### config.mk
export PLATFORM = sky130hd
export DESIGN_NAME = rst_seq_gen
export DESIGN_NICKNAME = d
export VERILOG_FILES = /design/src/rtl/rst_seq_gen.sv
export SDC_FILE = /design/constraint.sdc
export NUM_CORES = 1
export LEC_CHECK = 0
export ABC_AREA = 1
export BUFFER_PORTS_ARGS = -buffer_cell sky130_fd_sc_hd__buf_2
export CORE_AREA = 2 2 44 46
export CTS_CLUSTER_DIAMETER = 100
export DETAILED_ROUTE_END_ITERATION = 10
export DIE_AREA = 0 0 46 48
export GPL_ROUTABILITY_DRIVEN = 0
export PLACE_DENSITY = 0.73
export REMOVE_ABC_BUFFERS = 1
export SLEW_MARGIN = 5
export SYNTH_ARGS = -nofsm -noshare
export SYNTH_HDL_FRONTEND = slang
export SYNTH_SLANG_ARGS = --single-unit
### constraint.sdc
create_clock -name clk -period 1.5 [get_ports clk]
set_clock_uncertainty 0.15 [all_clocks]
set_input_delay 0.075 -clock clk [delete_from_list [all_inputs] [get_ports clk]]
set_output_delay 0.075 -clock clk [all_outputs]
set_load 0.03 [all_outputs]
### src/rtl/rst_seq_gen.sv
// ---------------------------------------------------------------------------
// rst_seq_gen
//
// Soft-reset sequencer for the TRNG/CC reset domain. Merges NUM_SRC
// asynchronous soft-reset requests with the system reset and produces a
// glitch-free, retriggerable, active-low reset of guaranteed minimum width.
// Keeps sticky per-source cause flags and offers a scan-mode bypass.
//
// Ports:
//   clk         in   block clock, rising edge
//   sys_rst_n   in   system reset, asynchronous assert, active-low
//   sw_rst_req  in   [NUM_SRC] soft-reset requests, active-high, async to clk
//   cause_clr   in   one-cycle synchronous pulse, clears rst_cause
//   scan_mode   in   1 = DFT bypass, rst_n follows sys_rst_n
//   rst_n       out  generated reset, active-low
//   rst_busy    out  1 while a soft reset is being held
//   rst_cause   out  [NUM_SRC] sticky flag per source that triggered a reset
//
// Optional feature macro: RST_SEQ_POR_STRETCH_EN
//   When defined, the sequencer comes out of system reset already holding a
//   soft reset, so rst_n stays low HOLD_CYCLES cycles past sys_rst_n release.
// ---------------------------------------------------------------------------
module rst_seq_gen #(
  parameter int NUM_SRC     = 2,
  parameter int SYNC_STAGES = 2,
  parameter int HOLD_CYCLES = 4,
  parameter int CNT_W       = 4
) (
  input  logic               clk,
  input  logic               sys_rst_n,
  input  logic [NUM_SRC-1:0] sw_rst_req,
  input  logic               cause_clr,
  input  logic               scan_mode,
  output logic               rst_n,
  output logic               rst_busy,
  output logic [NUM_SRC-1:0] rst_cause
);

  typedef enum logic {
    IDLE = 1'b0,
    HOLD = 1'b1
  } state_t;

  localparam logic [CNT_W-1:0] HOLD_LOAD = CNT_W'(HOLD_CYCLES - 1);

  // Reset values of the sequencer core; the stretch option starts in HOLD.
`ifdef RST_SEQ_POR_STRETCH_EN
  localparam state_t           RST_STATE = HOLD;
  localparam logic [CNT_W-1:0] RST_CNT   = HOLD_LOAD;
  localparam logic             RST_NQ    = 1'b0;
  localparam logic             RST_BUSY  = 1'b1;
`else
  localparam state_t           RST_STATE = IDLE;
  localparam logic [CNT_W-1:0] RST_CNT   = '0;
  localparam logic             RST_NQ    = 1'b1;
  localparam logic             RST_BUSY  = 1'b0;
`endif

  logic [NUM_SRC-1:0] sync_q [SYNC_STAGES];
  logic [NUM_SRC-1:0] req_s;
  logic [NUM_SRC-1:0] req_s_d;
  logic [NUM_SRC-1:0] req_rise;
  logic [NUM_SRC-1:0] rise_q;
  logic [NUM_SRC-1:0] lvl_q;
  logic               any_rise;
  logic               any_lvl;

  state_t             state;
  logic [CNT_W-1:0]   cnt;
  logic               rst_n_q;

  // Multi-flop synchroniser per request bit.
  always_ff @(posedge clk or negedge sys_rst_n) begin
    if (!sys_rst_n) begin
      for (int i = 0; i < SYNC_STAGES; i++) begin
        sync_q[i] <= '0;
      end
    end else begin
      sync_q[0] <= sw_rst_req;
      for (int i = 1; i < SYNC_STAGES; i++) begin
        sync_q[i] <= sync_q[i-1];
      end
    end
  end

  assign req_s    = sync_q[SYNC_STAGES-1];
  assign req_rise = req_s & ~req_s_d;

  // Edge history plus a registered copy of rise and level. The FSM acts on
  // the registered copies, which places the rst_n fall SYNC_STAGES+1 edges
  // after the request is first sampled, and keeps the level-extension view
  // aligned with the rise view.
  always_ff @(posedge clk or negedge sys_rst_n) begin
    if (!sys_rst_n) begin
      req_s_d <= '0;
      rise_q  <= '0;
      lvl_q   <= '0;
    end else begin
      req_s_d <= req_s;
      rise_q  <= req_rise;
      lvl_q   <= req_s;
    end
  end

  assign any_rise = |rise_q;
  assign any_lvl  = |lvl_q;

  // Hold sequencer: a rise enters or re-arms HOLD with a full count, the
  // counter runs down, and HOLD is left only once the count is spent and no
  // request level remains.
  always_ff @(posedge clk or negedge sys_rst_n) begin
    if (!sys_rst_n) begin
      state    <= RST_STATE;
      cnt      <= RST_CNT;
      rst_n_q  <= RST_NQ;
      rst_busy <= RST_BUSY;
    end else begin
      case (state)
        IDLE: begin
          if (any_rise) begin
            state    <= HOLD;
            cnt      <= HOLD_LOAD;
            rst_n_q  <= 1'b0;
            rst_busy <= 1'b1;
          end
        end
        HOLD: begin
          if (any_rise) begin
            cnt <= HOLD_LOAD;
          end else if (cnt != '0) begin
            cnt <= cnt - 1'b1;
          end else if (!any_lvl) begin
            state    <= IDLE;
            rst_n_q  <= 1'b1;
            rst_busy <= 1'b0;
          end
        end
        default: begin
          state    <= IDLE;
          cnt      <= '0;
          rst_n_q  <= 1'b1;
          rst_busy <= 1'b0;
        end
      endcase
    end
  end

  // Sticky cause flags. A clear wipes every bit except those being set in
  // the same cycle, so a fresh trigger is never lost to a concurrent clear.
  always_ff @(posedge clk or negedge sys_rst_n) begin
    if (!sys_rst_n) begin
      rst_cause <= '0;
    end else if (cause_clr) begin
      rst_cause <= rise_q;
    end else begin
      rst_cause <= rst_cause | rise_q;
    end
  end

  // System reset reaches rst_n combinationally in both directions; scan
  // mode hides the soft reset so DFT sees only the system reset.
  assign rst_n = scan_mode ? sys_rst_n : (sys_rst_n & rst_n_q);

endmodule

* Yosys cells after proc, flatten, opt, wreduce, memory -nomap -nowiden
Cells that the tools add are included.
** Word-level totals
- Bits of input ports :: 6
- Output and inout port bits :: 4
- Flip-flop bits (word level) :: 17
- Word-level logic and storage cells :: 46
** Cells by class
- Muxes and demuxes :: 21
- Add/sub/neg operators :: 1
- Reductions and logical operators :: 5
- Bitwise logic cells :: 5
- Eq/ne operators :: 5
** Operator list (count)
- $mux W1 :: 13
- $mux W4 :: 3
- $ne A2 B2 Y1 const B :: 4
- $pmux W4 S2 :: 1
- $pmux W1 S2 :: 3
- $reduce_and A4 Y1 :: 1
- $reduce_bool A4 Y1 :: 1
- $reduce_or A2 Y1 :: 2
- $sub A4 B1 Y4 const B :: 1
- $ne A3 B2 Y1 const B :: 1
- $and A2 B2 Y2 :: 1
- $mux W2 :: 1
- $not A2 Y2 :: 1
- $or A2 B2 Y2 :: 1
- $reduce_and A2 Y1 :: 1
- $and A1 B1 Y1 :: 1
- $not A1 Y1 :: 1

* Depth between registers and ports, before layout
- Depth after elaboration :: 5
- Mapped depth :: 7
- Mapped depth without buffers :: 7

* Worst setup path before layout
No wires, ideal clock.
- Path type :: register -> register
- From :: register rise_q[0]
- To :: register cnt[2]
- Path slack :: 0.234 ns
- Cell stages (with the launch flop) :: 7
- Library setup time :: 0.074 ns
- Path buffers :: 0
- Period minus slack after synthesis :: 1.266 ns
- Arrival :: 1.042 ns
- Data required time :: 1.276 ns
- Path through :: dfrtp_1 > nor2_1 > ha_1 > nand3_2 > nand2_2 > nand2_1 > o21ai_2
** On the way
- Cells in the longest elaborated chain, start to end :: 3
- Elaborated cells between the ends (all ways) :: 6
- Those cells by class :: eq/ne (2); mux (2); reduce/logical (2)
** Ends and longest elaborated chain
- start, declared :: line 63 : logic [NUM_SRC-1:0] rise_q;
- start signal, assigned :: line 100 : rise_q <= req_rise;
- $reduce_or A2 Y1 * :: line 105 : assign any_rise = |rise_q;
- $mux W4 (tied with other cells) :: line 128 : if (any_rise) begin
- $pmux W4 S2 or $reduce_and A2 Y1 (tied branches)
- end signal, assigned :: line 131 : cnt <= cnt - 1'b1;
- end, declared :: line 69 : logic [CNT_W-1:0] cnt;
Every way passes the cells marked *; elsewhere a longest branch is shown, timed or not.
A chain may end at the register's enable or synchronous reset.

* Worst setup path in the final report
- From :: register cnt[0]
- To :: register rst_busy
** On the way
- Cells in the longest elaborated chain, start to end :: 3
** Ends and longest elaborated chain
- $reduce_bool A4 Y1 :: line 130 : end else if (cnt != '0) begin
- $ne A2 B2 Y1 (no line)
- $reduce_and A4 Y1 (no line)
- end signal, assigned :: line 124 : rst_busy <= 1'b1;
- end signal, assigned :: line 135 : rst_busy <= 1'b0;
- end signal, assigned :: line 142 : rst_busy <= 1'b0;
- end, declared :: line 35 : output logic rst_busy,
No other way between the ends.

==> impl_metrics.json <==
{
  "die_width_microns": 46,
  "num_vias": 515,
  "slew_headroom_pct": 84.0,
  "place_hpwl_microns": 898,
  "ioPinCount": 10,
  "syn_area_sq_um": 732,
  "dieArea_sq_mm": 0.00221,
  "final_cell_mix": "16 x nand2_1, 16 x dfrtp_1, 12 x inv_1",
  "die-height_microns": 48,
  "vdd.ir_drop.worst_mv": 0.706,
  "clock_sinks": 17,
  "synthTopCellsByArea": "dfrtp_1 55%, nand2_1 8.2%, ha_1 6.8%, inv_1 6.2%, nand3_2 4.1%",
  "synth_cells": 74,
  "dr.pass1.iters": 4,
  "powerDensity_mw_per_mm2": 1470,
  "yosys_warnings": 0,
  "antenna_cells": 0,
  "cts_tree": "yes",
  "cap_violations": 0,
  "cts.path.max_buffers": 2,
  "post-route-min-period_ns": 1.36,
  "syn_area_per_cell_sq_um": 9.89,
  "fp.coreArea_sq_mm": 0.00169,
  "rsz0062_at_grt": "false",
  "nNetsFinal": 103,
  "globalRoute.busiestLayer": "met2",
  "setup_violations": 0,
  "drtAntennaViolNets": 0,
  "total_power_w": 0.00129,
  "rrSetupSlack_ns": 0.14,
  "fin_hold_ws_ns": 0.132,
  "drive_above_1_share_pct": 27.2,
  "grt_max_degree": 18,
  "worstSkewPairLatency_ns": 0.29,
  "gr-total-overflow": 0,
  "grt_pass1_vias": 513,
  "grt_use_total_pct": 14.3,
  "r2r_cells": 7,
  "cp.required_ns": 1.54,
  "setup_tns_ns": 0,
  "worstHoldPathType": "input port to async pin",
  "crit_type": "flop to flop",
  "met1_usage_pct": 17.4,
  "ys_seq_elements": 17,
  "timing.final.hold_violations": 0,
  "start_util_pct": 43.3,
  "endpoint_kind": "flop",
  "wl_mm": 1.17,
  "cts_buffers": 3,
  "drtIter0Drc": 3,
  "htree_levels": 1,
  "std_cell_rows": 15,
  "ys_types": 17,
  "r2r-start": "cnt[0]",
  "clk_pin_slew_worst_paths_ns": 0.10,
  "wl_per_cell_microns": 10.8,
  "slew_viol_final": 0,
  "clk_root_buffer_cell": "clkbuf_4",
  "yosysSeqAreaShare_pct": 58.3,
  "grt_pass1_wl_mm": 2.15,
  "antenna_found_initial": 0,
  "synth_top_area_cell": "dfrtp_1",
  "drc": 0,
  "post-route-period-util_pct": 90.7,
  "fillers": 162,
  "r2r_end": "rst_busy",
  "grt_util_met2_pct": 23.1,
  "worstSetupStartpointType": "flop",
  "status": "complete, no violations",
  "postCtsSetupBuffers": 0,
  "grtUsageMet3_pct": 2.26,
  "tightest_slew_ns": 0.239,
  "critPathArrivalTime_ns": 1.40,
  "yosys.area.top_type_share_pct": 54.7,
  "vias_per_cell": 4.72,
  "area_growth_pct": 20.0,
  "cp_max_fo": 5,
  "fmax_ghz": 0.735,
  "io_buffers": 9,
  "total_leakage_power_nw": 0.462
}
[critical path, stage by stage, from the launching register on]
cell     delay (ns)
dfrtp_1        0.40
inv_1          0.15
ha_1           0.21
nand2_1        0.08
nand2_1        0.09
nand3_2        0.07
nand2_1        0.06
nand2_1        0.05
[synthesized netlist by cell type]
master   count
dfrtp_1     16
dfstp_2      1
ha_1         4
inv_1       12
inv_2        1
nand2_1     16
nand2_2      1
nand3_1      2
nand3_2      3
nand4_1      1
nor2_1       6
nor2_2       2
o21a_1       1
o21ai_0      2
o21ai_1      3
o21ai_2      2
xnor2_1      1
[where the power goes]
group	total [W]	switching, W	internal, W
Sequential	0.000634	0.0000744	0.000560
Clock	0.000253	0.000152	0.000101
Combinational	0.000403	0.000248	0.000155
[kinds of logic (layout without fill, tap and decap cells)]
| logic type | count (synthesis) | after routing | synth area share (%) |
|---|---|---|---|
| buffers and inverters | 13 | 31 | 6.67 |
| and+or+nand+nor | 31 | 31 | 20.2 |
| DFF | 17 | 17 | 58.3 |
| AOI/OAI and AO/OA | 8 | 8 | 6.84 |
| xor gates and xnor gates | 1 | 1 | 1.20 |
| adders and majority gates | 4 | 4 | 6.84 |
[cell type report]
| type | count | area (sq um) | area share, % |
|---|---|---|---|
| clock inverter | 1 | 7.51 | 0.855 |
| multi-input combinational | 44 | 259 | 29.5 |
| timing repair buffer | 14 | 92.6 | 10.5 |
| inverter | 13 | 48.8 | 5.56 |
| tap | 17 | 21.3 | 2.42 |
| sequential | 17 | 427 | 48.6 |
| clock buffer | 3 | 22.5 | 2.56 |
[flip-flops by register name, summed over array words and instances, names as in the netlist]
signal and cells:
rst_busy 1, rst_n_q 1, req_s 2, sync_q 2
lvl_q 2, cnt 4, rst_cause 2, state 1
rise_q 2
[what timing repair did]
action / CTS / global route
setup endpoints to repair: 0 / 4
gates resized for setup: 0 / 1
hold endpoints to repair: 21 / 0
hold buffers: 4 / 0
[how the worst max path moves through the flow]
stage | cells after the start | endpoint | slack, ns | startpoint
final | 7 | rst_busy | 0.14 | cnt[0]
after global routing | 7 | rst_busy | 0.03 | cnt[0]
after CTS | 6 | cnt[2] | 0.06 | rise_q[0]
after detailed placement | 6 | cnt[1] | 0.09 | rise_q[0]
after global placement | 7 | rst_busy | 0.15 | cnt[0]
after floorplan | 6 | cnt[2] | 0.23 | rise_q[0]
[metal layers]
metal	wire (microns)	vias to the layer above
met1	570	239
met2	527	9
li1	-	263
met3	35	4
met4	38	0
met5	0	-
[stage by stage]
stage	std cells	area (sq um)	util (%)	setup slack (ns)
6_report	109	878	52.0	0.140
3_5_place_dp	101	806	47.7	0.0919
5_1_grt	109	878	52.0	0.0327
2_1_floorplan	74	732	-	0.234
4_1_cts	109	876	51.9	0.0589
3_3_place_gp	101	806	47.7	0.151
Note: power is estimated with default switching activity, not from simulation.
